**config.mk**
```make
export PLATFORM = sky130hd
export DESIGN_NAME = mem_arbiter
export DESIGN_NICKNAME = d
export VERILOG_FILES = /design/src/rtl/mem_arbiter.sv
export SDC_FILE = /design/constraint.sdc
export NUM_CORES = 1
export LEC_CHECK = 0
export ABC_CLOCK_PERIOD_IN_PS = 5670
export CAP_MARGIN = 15
export CORE_MARGIN = 2
export CORE_UTILIZATION = 50
export CTS_CLUSTER_SIZE = 10
export DETAILED_ROUTE_END_ITERATION = 12
export DONT_BUFFER_PORTS = 1
export SYNTH_ARGS = -nofsm -noshare
export SYNTH_HDL_FRONTEND = slang
export SYNTH_SLANG_ARGS = --single-unit
```
**constraint.sdc**
```tcl
create_clock -name clk -period 5.67 [get_ports clk]
set_input_delay 1.134 -clock clk [delete_from_list [all_inputs] [get_ports clk]]
set_output_delay 1.134 -clock clk [all_outputs]
set_load 0.005 [all_outputs]
```
**src/rtl/mem_arbiter.sv**
```systemverilog
// mem_arbiter: shares one memory port between fetch (i_*) and data (d_*)
// requesters, with one transaction outstanding and a timeout abort.
// Ports:
//   clk, rst_n                             clock, async active-low reset
//   i_req/i_addr -> i_gnt/i_rvalid/i_rdata/i_err              fetch side
//   d_req/d_we/d_addr/d_wdata/d_be -> d_gnt/d_rvalid/d_rdata/d_err
//   m_req/m_we/m_addr/m_wdata/m_be <- m_ack/m_rdata          memory side
module mem_arbiter #(
   parameter int ADDR_W       = 32,
   parameter int MAX_D_STREAK = 2,
   parameter int TIMEOUT      = 255
) (
   input  logic              clk,
   input  logic              rst_n,
   input  logic              i_req,
   input  logic [ADDR_W-1:0] i_addr,
   output logic              i_gnt,
   output logic              i_rvalid,
   output logic [31:0]       i_rdata,
   output logic              i_err,
   input  logic              d_req,
   input  logic              d_we,
   input  logic [ADDR_W-1:0] d_addr,
   input  logic [31:0]       d_wdata,
   input  logic [3:0]        d_be,
   output logic              d_gnt,
   output logic              d_rvalid,
   output logic [31:0]       d_rdata,
   output logic              d_err,
   output logic              m_req,
   output logic              m_we,
   output logic [ADDR_W-1:0] m_addr,
   output logic [31:0]       m_wdata,
   output logic [3:0]        m_be,
   input  logic              m_ack,
   input  logic [31:0]       m_rdata
);

   localparam logic [7:0] STREAK_MAX = 8'(MAX_D_STREAK);
   localparam logic [7:0] WAIT_LAST  = 8'(TIMEOUT - 1);

   typedef enum logic [1:0] {
      IDLE   = 2'd0,
      BUSY_I = 2'd1,
      BUSY_D = 2'd2
   } state_t;

   state_t     state;
   state_t     state_n;
   logic [7:0] wait_cnt;
   logic [7:0] streak;
   logic       pick_i;
   logic       pick_d;
   logic       done;
   logic       abort;
   logic       at_max;
   logic       busy;
   logic       busy_i;
   logic       busy_d;
   logic       finish;

   assign at_max = (streak == STREAK_MAX);
   assign busy   = (state != IDLE);
   assign busy_i = (state == BUSY_I);
   assign busy_d = (state == BUSY_D);
   assign finish = done | abort;

   always_ff @(posedge clk or negedge rst_n) begin
      if (!rst_n) state <= IDLE;
      else        state <= state_n;
   end

   // Data wins unless fetch has already waited out MAX_D_STREAK
   // data grants. An ack in the last allowed cycle beats the timeout.
   always_comb begin
      state_n = state;
      pick_i  = 1'b0;
      pick_d  = 1'b0;
      done    = 1'b0;
      abort   = 1'b0;
      unique case (state)
         IDLE: begin
            if (d_req && !(i_req && at_max)) begin
               pick_d  = 1'b1;
               state_n = BUSY_D;
            end else if (i_req) begin
               pick_i  = 1'b1;
               state_n = BUSY_I;
            end
         end
         BUSY_I, BUSY_D: begin
            if (m_ack) begin
               done    = 1'b1;
               state_n = IDLE;
            end else if (wait_cnt == WAIT_LAST) begin
               abort   = 1'b1;
               state_n = IDLE;
            end
         end
         default: state_n = IDLE;
      endcase
   end

   always_ff @(posedge clk or negedge rst_n) begin
      if (!rst_n) begin
         i_gnt    <= 1'b0;
         d_gnt    <= 1'b0;
         i_rvalid <= 1'b0;
         d_rvalid <= 1'b0;
         i_err    <= 1'b0;
         d_err    <= 1'b0;
         i_rdata  <= '0;
         d_rdata  <= '0;
         m_req    <= 1'b0;
         m_we     <= 1'b0;
         m_addr   <= '0;
         m_wdata  <= '0;
         m_be     <= '0;
         wait_cnt <= '0;
         streak   <= '0;
      end else begin
         i_gnt    <= pick_i;
         d_gnt    <= pick_d;
         i_rvalid <= finish & busy_i;
         d_rvalid <= finish & busy_d;
         i_err    <= abort & busy_i;
         d_err    <= abort & busy_d;
         if (finish && busy_i) i_rdata <= done ? m_rdata : '0;
         if (finish && busy_d) d_rdata <= done ? m_rdata : '0;
         if (pick_i || pick_d) begin
            m_req    <= 1'b1;
            m_we     <= pick_d & d_we;
            m_addr   <= pick_d ? d_addr : i_addr;
            m_wdata  <= pick_d ? d_wdata : '0;
            m_be     <= pick_d ? d_be : 4'hF;
            wait_cnt <= '0;
         end else if (finish) begin
            m_req    <= 1'b0;
         end else if (busy) begin
            wait_cnt <= wait_cnt + 8'd1;
         end
         // Streak counts data grants that made a waiting fetch wait.
         if (pick_i) begin
            streak <= '0;
         end else if (pick_d && i_req) begin
            if (!at_max) streak <= streak + 8'd1;
         end else if (!busy && !i_req) begin
            streak <= '0;
         end
      end
   end

endmodule

```
==> metrics.csv, run 1 <==
stage,metric,value,unit
outcome,status,completed,
synthesis,Synth async-reset ratio,100,%
sta,Worst-Margin Slew,878,ps
grt,first-pass GRT wire length,21700,µm
power_and_ir_drop,total net switching power,1.30,mW
drt,via count,4109,
drt,# DRC,0,
final_layout,fillers,1027,
cts,clock transition at the registers of the reported paths,60,ps
critical_path,Max stage delay on crit path,600,ps
power_and_ir_drop,Switching Fraction,33.0,%
placed_design,Post-DP HPWL,10300,µm
cts,CTS tree,done,
sta,relative slew slack,41.5,%
sta,Final Hold Fails,0,
critical_path,CP Data Required Time,5930,ps
floorplan,Rows,41,
drt,DRT Wirelength,14900,µm
power_and_ir_drop,combinational share of power,22.9,%
floorplan,Initial Utilization,51.0,%
synthesis,top_reg_cell synth,dfrtp_1,
synthesis,Synth cell types,47,
sta,max-slew violation count,0,
critical_path,CP Launch Point,state[0],
drt,1st-iter DRT viols,367,
drt,Initial DRT Pass Iterations,4,
drt,Final ANT Viol Nets,0,
sta,Clock Skews,7.66,ps
grt,GR met3 Demand/Resource,7.98,%
final_layout,cell area after layout,7040,µm²
grt,vias in the first global route,4013,
grt,initial antenna violation count,0,
final_layout,Area growth syn-to-layout,9.72,%
cts,CTS resizes,0,
cts,CTS buffer count,17,
synthesis,Post-synth EDFFs,0,
synthesis,post-synthesis sequential area ratio,61.7,%
final_layout,Sequential Area,3950,µm²
critical_path,critical-path maximum fanout,45,
synthesis,"FF+latch count, synth",158,
sta,Max Fclk,390,MHz
critical_path,Worst setup SP type,register,
drt,DR WL/cell,21.9,µm
synthesis,Post-Syn Area,6410,µm²
cts,clk_lat worst skew,420,ps
placed_design,routability cong.,0.771,
grt,GR peak layer,met2,
critical_path,CP max stage cell,ha_1,
floorplan,die height,117,µm
power_and_ir_drop,Clk pwr share,26.5,%
grt,maximum number of pins on one net before global-route repair,159,
sta,final setup TNS,0,ps
synthesis,Post-Synthesis Cells,505,
placed_design,I/O Buffers,0,
power_and_ir_drop,Final Power,3.96,mW
cts,postcts setup bufs,0,
run,max cap viols,0,
cts,CTS hold repair buffers,0,
cts,clk root buf,clkbuf_16,
floorplan,Die Area,13700,µm²
critical_path,Worst Setup Path Type,register to register,
critical_path,worst r2r src,state[0],
synthesis,Mapped Nets,650,
critical_path,CP bufs+invs,4,
drt,Vias/cell,6.03,
synthesis,Mapped Avg Cell Area,12.7,µm²
placed_design,area post-placement,6460,µm²
sta,final hold slack,413,ps
grt,met2 usage,32.3,%
final_layout,Total Nets Final,642,
grt,total gr overflow,0,
critical_path,"Cell Chain, Critical Path",inv_1 -> ha_1 -> nand2_2 -> inv_2 -> buf_12 -> buf_4 -> mux2i_1 -> o21ai_1,
sta,Final min period,2560,ps
grt,GRT Overall Usage,20.7,%
critical_path,"delay-heaviest family, CP",buffers and inverters,
sta,unrepaired setup endpoints after global routing,no,
cts,CTS sink cnt,158,
critical_path,crit path DAT,2820,ps
power_and_ir_drop,Peak supply drop,0.380,mV
critical_path,reg2reg setup slack,3110,ps
critical_path,Critical Path Sink Type,register,
floorplan,Core Area,12600,µm²
power_and_ir_drop,Internal,2.65,mW
placed_design,Place WS,2320,ps
floorplan,io pins,278,
final_layout,share of cells above drive strength 1,9.04,%
power_and_ir_drop,Pwr Density,562,nW/µm²
cts,H-tree depth,4,
cts,Max Root-Sink Buffers,2,
sta,fin crit share,45.2,%
floorplan,Die Width,117,µm
synthesis,synth warn,0,
final_layout,ant diodes,0,
final_layout,Multi-input gate area,2210,µm²
power_and_ir_drop,static leakage,3.19,nW
grt,grt met1 use,25.9,%
worst_hold_path,hold crit path type,primary input to async pin,
power_and_ir_drop,Flop pwr share,50.5,%
sta,setup violators final,0,
sta,Final WS setup,3110,ps
-- sequential cells by signal (all words and copies together) (netlist names), 2 cells and up --
register / count
d_rdata: 32
state: 2
wait_cnt: 8
m_wdata: 32
i_rdata: 32
m_be: 4
streak: 8
m_addr: 32
-- final timing paths --
path                               to  cells past startpoint
max                        m_addr[21]                      8
min                        m_addr[13]                      0
max reg2reg                m_addr[21]                      8
min reg2reg                 m_addr[8]                      2
max in group asynchronous  m_wdata[2]                      0
min in group clk            m_addr[8]                      2
-- power groups by stage --
stage / combinational [mW] / sequential, mW / clock (mW)
6_report: 0.907 / 2.00 / 1.05
4_1_cts: 0.907 / 2.01 / 1.08
3_5_place_dp: 0.907 / 2.02 / 0
3_3_place_gp: 0.861 / 2.02 / 0
2_1_floorplan: 0.792 / 1.87 / 0
5_1_grt: 1.01 / 2.07 / 1.13
-- layout by cell type, fill, tap and decap left out, types with 4 or more instances in the layout --
master     count
dfrtp_1      158
a21oi_1        5
a22o_1        98
nand3_1        4
nor2_1         6
inv_1          9
buf_4          6
clkbuf_16     17
clkinv_2       4
o22a_1         4
o21ai_0       40
mux2i_1       33
o21ai_1        6
nand4_1        5
ha_1           7
nand2_1       48
xnor2_1        4
and3_1         7
-- per-layer routing --
| metal | vias to the layer above | share of wire [%] | routed length (µm) |
|---|---|---|---|
| met2 | 236 | 48 | 7170 |
| li1 | 1839 | - | - |
| met4 | 0 | 1.9 | 289 |
| met5 | - | 0 | 0 |
| met3 | 21 | 11 | 1650 |
| met1 | 2013 | 39 | 5810 |
-- cells in the mapped netlist (5+ instances only) --
| master | number | area, µm² |
|---|---|---|
| dfrtp_1 | 158 | 3950 |
| a22o_1 | 98 | 858 |
| nand2_1 | 48 | 180 |
| o21ai_0 | 40 | 200 |
| mux2i_1 | 33 | 330 |
| clkbuf_1 | 20 | 75.1 |
| buf_6 | 11 | 124 |
| inv_1 | 9 | 33.8 |
| and3_1 | 7 | 43.8 |
| ha_1 | 7 | 87.6 |
| o21ai_1 | 7 | 35.0 |
| nor2_1 | 6 | 22.5 |
| a21oi_1 | 5 | 25.0 |
| nand4_1 | 5 | 31.3 |
-- cell families after synthesis --
group	Yosys count	synth area share (%)
AOI/OAI and AO/OA	173	20.4
DFF	158	61.7
and+or+nand+nor	82	6.38
buffers and inverters	45	4.06
muxes	33	5.15
xor gates and xnor gates	7	0.956
adders and majority gates	7	1.37
-- final cells by class --
cell class              instances  area share (%)
flip-flops and latches        158            56.2
inverters                      11           0.587
multi-input cells             302            31.4
clock inverters                10            1.28
well taps                     172            3.06
clock buffers                  21            6.54
repair buffers                  7           0.925
-- stage by stage --
stage | cells | utilization [%]
CTS | 680 | 55.8
detailed placement | 649 | 51.4
global route | 681 | 56.0
finish | 681 | 56.0
floorplan | 505 | -
global placement | 649 | 51.4
(Power assumes the default switching activity.)
==> run 2, diff against run 1 <==
ABC_CLOCK_PERIOD_IN_PS = 2100   (was 5670)
PLACE_DENSITY = 0.68   (was unset)
clock period = 2.1 ns   (was 5.67 ns; I/O delays follow)
==> run 2 against run 1 <==
Compared with the run above:
- the flow now finishes with violations (hold timing)
- via count up 4.0%
- global-route usage up 0.56 points
- critical path depth up 2
- largest power group unchanged
- highest routed layer unchanged
==> metrics.csv, run 2 (synthesis results as in run 1) <==
stage,metric,value,unit,change
grt,GRT Overall Usage,21.3,%,was 20.7%
sta,Final Hold Fails,158,,was 0
power_and_ir_drop,Peak supply drop,0.639,mV,was 0.380 mV
final_layout,most frequent cells in the layout,"158 x dfrtp_1, 98 x a22o_1, 48 x nand2_1",,unchanged
placed_design,Post-DP HPWL,10800,µm,was 10300 µm
floorplan,Die Width,117,µm,unchanged
floorplan,die height,117,µm,unchanged
cts,clk root buf,clkbuf_16,,unchanged
drt,DRT Wirelength,16000,µm,was 14900 µm
outcome,failing checks,hold timing,,
outcome,status,finished with violations,,was completed
power_and_ir_drop,total net switching power,3.77,mW,was 1.30 mW
sta,setup violators final,0,,unchanged
drt,Initial DRT Pass Iterations,4,,unchanged
sta,max-slew violation count,0,,unchanged
cts,H-tree depth,4,,unchanged
drt,via count,4274,,was 4109
cts,CTS buffer count,17,,unchanged
critical_path,CP Data Required Time,2400,ps,was 5930 ps
run,max cap viols,0,,unchanged
cts,CTS tree,done,,unchanged
power_and_ir_drop,static leakage,3.41,nW,was 3.19 nW
drt,# DRC,0,,unchanged
sta,Final min period,1970,ps,was 2560 ps
sta,relative slew slack,57.9,%,was 41.5%
power_and_ir_drop,Switching Fraction,32.6,%,was 33.0%
sta,final hold slack,-302,ps,was 413 ps
sta,Worst-Margin Slew,630,ps,was 878 ps
critical_path,Worst Setup Path Type,register to register,,unchanged
cts,clock transition at the registers of the reported paths,60,ps,about the same
grt,first-pass GRT wire length,21700,µm,about the same
grt,initial antenna violation count,0,,unchanged
final_layout,share of cells above drive strength 1,14.3,%,was 9.04%
power_and_ir_drop,Internal,7.80,mW,was 2.65 mW
final_layout,"commonest non-fill, non-tap cell in the layout",dfrtp_1,,unchanged
drt,DR WL/cell,22.5,µm,was 21.9 µm
final_layout,Post-Layout Cell Count,711,,was 681
grt,vias in the first global route,3995,,was 4013
floorplan,io pins,278,,unchanged
critical_path,crit path DAT,2270,ps,was 2820 ps
critical_path,critical-path maximum fanout,15,,was 45
sta,final setup TNS,0,ps,unchanged
final_layout,Area growth syn-to-layout,15.7,%,was 9.72%
final_layout,cell area after layout,7420,µm²,was 7040 µm²
drt,Final ANT Viol Nets,0,,unchanged
drt,1st-iter DRT viols,327,,was 367
floorplan,Core Area,12600,µm²,unchanged
grt,maximum number of pins on one net before global-route repair,159,,unchanged
floorplan,Initial Utilization,51.0,%,unchanged
critical_path,Worst setup SP type,register,,unchanged
worst_hold_path,hold crit path type,primary input to async pin,,unchanged
placed_design,I/O Buffers,0,,unchanged
cts,clk_lat worst skew,420,ps,about the same
placed_design,Place WS,80.9,ps,was 2320 ps
placed_design,area post-placement,6650,µm²,was 6460 µm²
sta,Clock Skews,12.3,ps,was 7.66 ps
power_and_ir_drop,Final Power,11.6,mW,was 3.96 mW
drt,Vias/cell,6.01,,was 6.03
sta,Final WS setup,130,ps,was 3110 ps
floorplan,Die Area,13700,µm²,unchanged
sta,fin crit share,93.8,%,was 45.2%
power_and_ir_drop,Pwr Density,1560,nW/µm²,was 562 nW/µm²
placed_design,dpl cells,664,,was 649
critical_path,R2R depth,10,,was 8
cts,CTS sink cnt,158,,unchanged
final_layout,Total Nets Final,671,,was 642
power_and_ir_drop,combinational share of power,25.4,%,was 22.9%
final_layout,fillers,1019,,was 1027
power_and_ir_drop,Clk pwr share,27.7,%,was 26.5%
sta,Max Fclk,508,MHz,was 390 MHz
cts,Max Root-Sink Buffers,2,,unchanged
final_layout,ant diodes,0,,unchanged
critical_path,Critical Path Sink Type,register,,unchanged
power_and_ir_drop,Flop pwr share,46.9,%,was 50.5%
grt,total gr overflow,0,,unchanged
placed_design,routability cong.,0.819,,was 0.771
floorplan,Rows,41,,unchanged
run 2: changes by cell type in the layout (fill, tap and decap cells not counted):
cell,previous run,this run
bufinv_16,1,3
clkinv_2,4,2
inv_6,1,4
clkbuf_16,17,18
buf_4,6,28
clkbuf_8,2,3
clkbuf_1,2,1
clkinvlp_4,3,1
buf_12,1,7
run 2: cell type report:
class,count,area (µm²),area share [%]
clock buffer,21,470,6.34
clock inverter,11,151,2.04
inverter,11,41.3,0.557
multi-input combinational,302,2210,29.8
sequential,158,3950,53.3
tap,172,215,2.90
timing repair buffer,36,375,5.06
run 2: metrics by stage:
stage	hold WS, ps	util, %
6_report	-302	59.0
5_1_grt	-333	59.0
4_1_cts	-324	57.9
3_5_place_dp	128	52.9
3_3_place_gp	127	52.9
2_1_floorplan	124	-
run 2: what timing repair did:
item	4_1_cts	5_1_grt
endpoints found under the hold margin	158	158
setup endpoints to repair	0	13
gates resized for setup	0	0
setup buffers	0	14
run 2: power by group through the flow:
stage | clock network (mW) | logic (mW) | registers [mW]
after floorplan | 0 | 2.14 | 5.05
after global placement | 0 | 2.58 | 5.46
after detailed placement | 0 | 2.72 | 5.47
after CTS | 3.27 | 2.74 | 5.45
after global routing | 3.41 | 3.22 | 5.58
final | 3.20 | 2.93 | 5.43
run 2: final timing paths:
kind / from / slack [ps] / end
worst min register to register: m_addr[9] / 510 / m_addr[9]
worst max-delay path: streak[0] / 130 / m_addr[26]
worst max register to register: streak[0] / 130 / m_addr[26]
worst min-delay path: rst_n / -300 / m_wdata[0]
max in group asynchronous: rst_n / 2130 / m_wdata[20]
min in group clk: m_rdata[11] / 130 / d_rdata[11]
run 2: critical path, stage by stage, from the launching register on:
cell,delay (ps)
dfrtp_1,360
inv_1,70
ha_1,190
nor4bb_4,160
a21boi_2,210
nand2_2,90
inv_2,140
buf_12,170
buf_12,110
mux2i_1,230
o21ai_0,110
run 2: metal layers:
metal / vias up / track usage, % / wire (µm)
met4: 0 / 8.47 / 293
met1: 2110 / 26.0 / 6200
met5: - / 0 / 0
met2: 245 / 34.3 / 7910
met3: 23 / 7.93 / 1620
li1: 1896 / - / -
==> run 3, diff against run 2 <==
ABC_CLOCK_PERIOD_IN_PS = 1800   (was 2100)
SLEW_MARGIN = 20   (was unset)
clock period = 1.8 ns   (was 2.1 ns; I/O delays follow)
==> run 3 against run 2 <==
Compared with the run above:
- the run ends with hold timing, setup timing left
- combinational power grew 25%
- fmax up 9.0%
- global-route usage up 1.2 points
- first-iteration DRC count increased by 0.61%
- critical path depth fell by 1
- utilization grew 0.090 points
==> metrics.csv, run 3 (synthesis results as in run 1) <==
stage,metric,value,unit,change
critical_path,CP Data Required Time,2070,ps,was 2400 ps
sta,setup violators final,1,,was 0
sta,relative slew slack,64.6,%,was 57.9%
critical_path,"delay-heaviest family, CP",buffers and inverters,,unchanged
final_layout,most frequent cells in the layout,"158 x dfrtp_1, 98 x a22o_1, 46 x nand2_1",,"was 158 x dfrtp_1, 98 x a22o_1, 48 x nand2_1"
floorplan,Core Area,12600,µm²,unchanged
floorplan,Rows,41,,unchanged
sta,Worst-Margin Slew,530,ps,was 630 ps
grt,first-pass GRT wire length,23000,µm,was 21700 µm
outcome,status,finished with violations,,unchanged
critical_path,critical-path maximum fanout,8,,was 15
power_and_ir_drop,Pwr Density,1770,nW/µm²,was 1560 nW/µm²
critical_path,"Cell Chain, Critical Path",inv_1 -> ha_1 -> nor4bb_4 -> a21boi_2 -> nand2_2 -> inv_6 -> clkbuf_16 -> mux2i_1 -> o21ai_0,,was inv_1 -> ha_1 -> nor4bb_4 -> a21boi_2 -> nand2_2 -> inv_2 -> buf_12 -> buf_12 -> mux2i_1 -> o21ai_0
sta,Final WS setup,-6.15,ps,was 130 ps
placed_design,Place WS,-103,ps,was 80.9 ps
final_layout,Total Nets Final,673,,was 671
power_and_ir_drop,Switching Fraction,33.4,%,was 32.6%
outcome,failing checks,"hold timing, setup timing",,was hold timing
sta,Clock Skews,8.55,ps,was 12.3 ps
cts,Max Root-Sink Buffers,2,,unchanged
drt,DR WL/cell,22.9,µm,was 22.5 µm
floorplan,die height,117,µm,unchanged
floorplan,Die Width,117,µm,unchanged
critical_path,CP max stage cell,dfrtp_1,,unchanged
drt,# DRC,0,,unchanged
grt,initial antenna violation count,0,,unchanged
grt,vias in the first global route,4119,,was 3995
sta,Final Hold Fails,158,,unchanged
final_layout,cell area after layout,7430,µm²,was 7420 µm²
sta,fin crit share,100,%,was 93.8%
power_and_ir_drop,Final Power,13.1,mW,was 11.6 mW
worst_hold_path,hold crit path type,primary input to async pin,,unchanged
run,max cap viols,0,,unchanged
drt,DRT Wirelength,16300,µm,was 16000 µm
placed_design,Post-DP HPWL,11300,µm,was 10800 µm
sta,final hold slack,-363,ps,was -302 ps
sta,final setup TNS,-6.15,ps,was 0 ps
grt,total gr overflow,0,,unchanged
final_layout,ant diodes,0,,unchanged
cts,clk root buf,clkbuf_16,,unchanged
grt,maximum number of pins on one net before global-route repair,159,,unchanged
floorplan,Initial Utilization,51.0,%,unchanged
critical_path,Worst Setup Path Type,register to register,,unchanged
placed_design,area post-placement,6760,µm²,was 6650 µm²
drt,1st-iter DRT viols,329,,was 327
power_and_ir_drop,Clk pwr share,24.2,%,was 27.7%
power_and_ir_drop,Flop pwr share,48.0,%,was 46.9%
placed_design,routability cong.,0.851,,was 0.819
cts,H-tree depth,4,,unchanged
drt,via count,4239,,was 4274
cts,clock transition at the registers of the reported paths,60,ps,about the same
sta,Max Fclk,554,MHz,was 508 MHz
drt,Final ANT Viol Nets,0,,unchanged
floorplan,Die Area,13700,µm²,unchanged
cts,CTS buffer count,17,,unchanged
power_and_ir_drop,total net switching power,4.40,mW,was 3.77 mW
critical_path,Critical Path Sink Type,register,,unchanged
critical_path,CP bufs+invs,3,,was 4
power_and_ir_drop,static leakage,3.38,nW,was 3.41 nW
critical_path,Max stage delay on crit path,340,ps,was 360 ps
final_layout,share of cells above drive strength 1,16.3,%,was 14.3%
final_layout,fillers,1020,,was 1019
cts,CTS sink cnt,158,,unchanged
drt,Vias/cell,5.95,,was 6.01
critical_path,Worst setup SP type,register,,unchanged
power_and_ir_drop,Peak supply drop,0.780,mV,was 0.639 mV
cts,CTS tree,done,,unchanged
final_layout,Area growth syn-to-layout,15.8,%,was 15.7%
drt,Initial DRT Pass Iterations,5,,was 4
placed_design,I/O Buffers,0,,unchanged
sta,unrepaired setup endpoints after global routing,yes,,
floorplan,io pins,278,,unchanged
grt,GRT Overall Usage,22.4,%,was 21.3%
final_layout,"commonest non-fill, non-tap cell in the layout",dfrtp_1,,unchanged
cts,clk_lat worst skew,410,ps,was 420 ps
power_and_ir_drop,combinational share of power,27.8,%,was 25.4%
sta,Final min period,1810,ps,was 1970 ps
sta,max-slew violation count,0,,unchanged
power_and_ir_drop,Internal,8.75,mW,was 7.80 mW
critical_path,crit path DAT,2070,ps,was 2270 ps
==> run 3: repair_timing <==
action / CTS / global route
endpoints found under the setup margin: 35 / 132
endpoints found under the hold margin: 158 / 158
resized for setup: 2 / 17
setup buffers: 1 / 2
pin swaps: 1 / 11
cloned: 2 / 1
==> run 3: final timing paths <==
kind	from	to	slack, ps	cells past startpoint
worst max register to register	streak[0]	m_addr[0]	-6	9
max in group asynchronous	rst_n	d_rvalid	1870	0
min in group clk	m_rdata[19]	d_rdata[19]	80	1
worst max-delay path	streak[0]	m_addr[0]	-6	9
worst min-delay path	rst_n	m_addr[8]	-360	0
worst min register to register	m_addr[8]	m_addr[8]	520	2
==> run 3: layout make-up <==
cell class	instances	area [µm²]	share of cell area, %
Clock inverter	9	63.8	0.859
Timing Repair Buffer	38	430	5.79
Clock buffer	22	464	6.25
Sequential cell	158	3950	53.2
Inverter	11	46.3	0.623
Tap cell	172	215	2.90
Multi-Input combinational cell	302	2250	30.4
==> run 3: metrics by stage <==
| stage | utilization, % | instances |
|---|---|---|
| 2_1_floorplan | - | 505 |
| 3_3_place_gp | 53.7 | 676 |
| 3_5_place_dp | 53.7 | 676 |
| 4_1_cts | 58.6 | 710 |
| 5_1_grt | 59.1 | 712 |
| 6_report | 59.1 | 712 |
==> run 3: per-layer routing <==
layer	vias to the layer above	global-route usage (%)	routed length (µm)
met3	24	7.11	1550
met2	225	38.4	8370
met5	-	0	0
li1	1910	-	-
met4	0	9.41	355
met1	2080	26.0	6040
==> run 3: worst reg2reg max path, cell delays in order (launching register included) <==
cell and delay [ps]:
dfrtp_1 340, inv_1 60, ha_1 180, nor4bb_4 160
a21boi_2 180, nand2_2 110, inv_6 140, clkbuf_16 200
mux2i_1 200, o21ai_0 100
==> run 3: power groups by stage <==
stage          sequential (mW)  clock [mW]  combinational (mW)
2_1_floorplan             5.89           0                2.50
3_3_place_gp              6.34           0                3.20
3_5_place_dp              6.38           0                3.36
4_1_cts                   6.33        3.26                3.57
5_1_grt                   6.49        3.44                4.01
6_report                  6.31        3.18                3.66
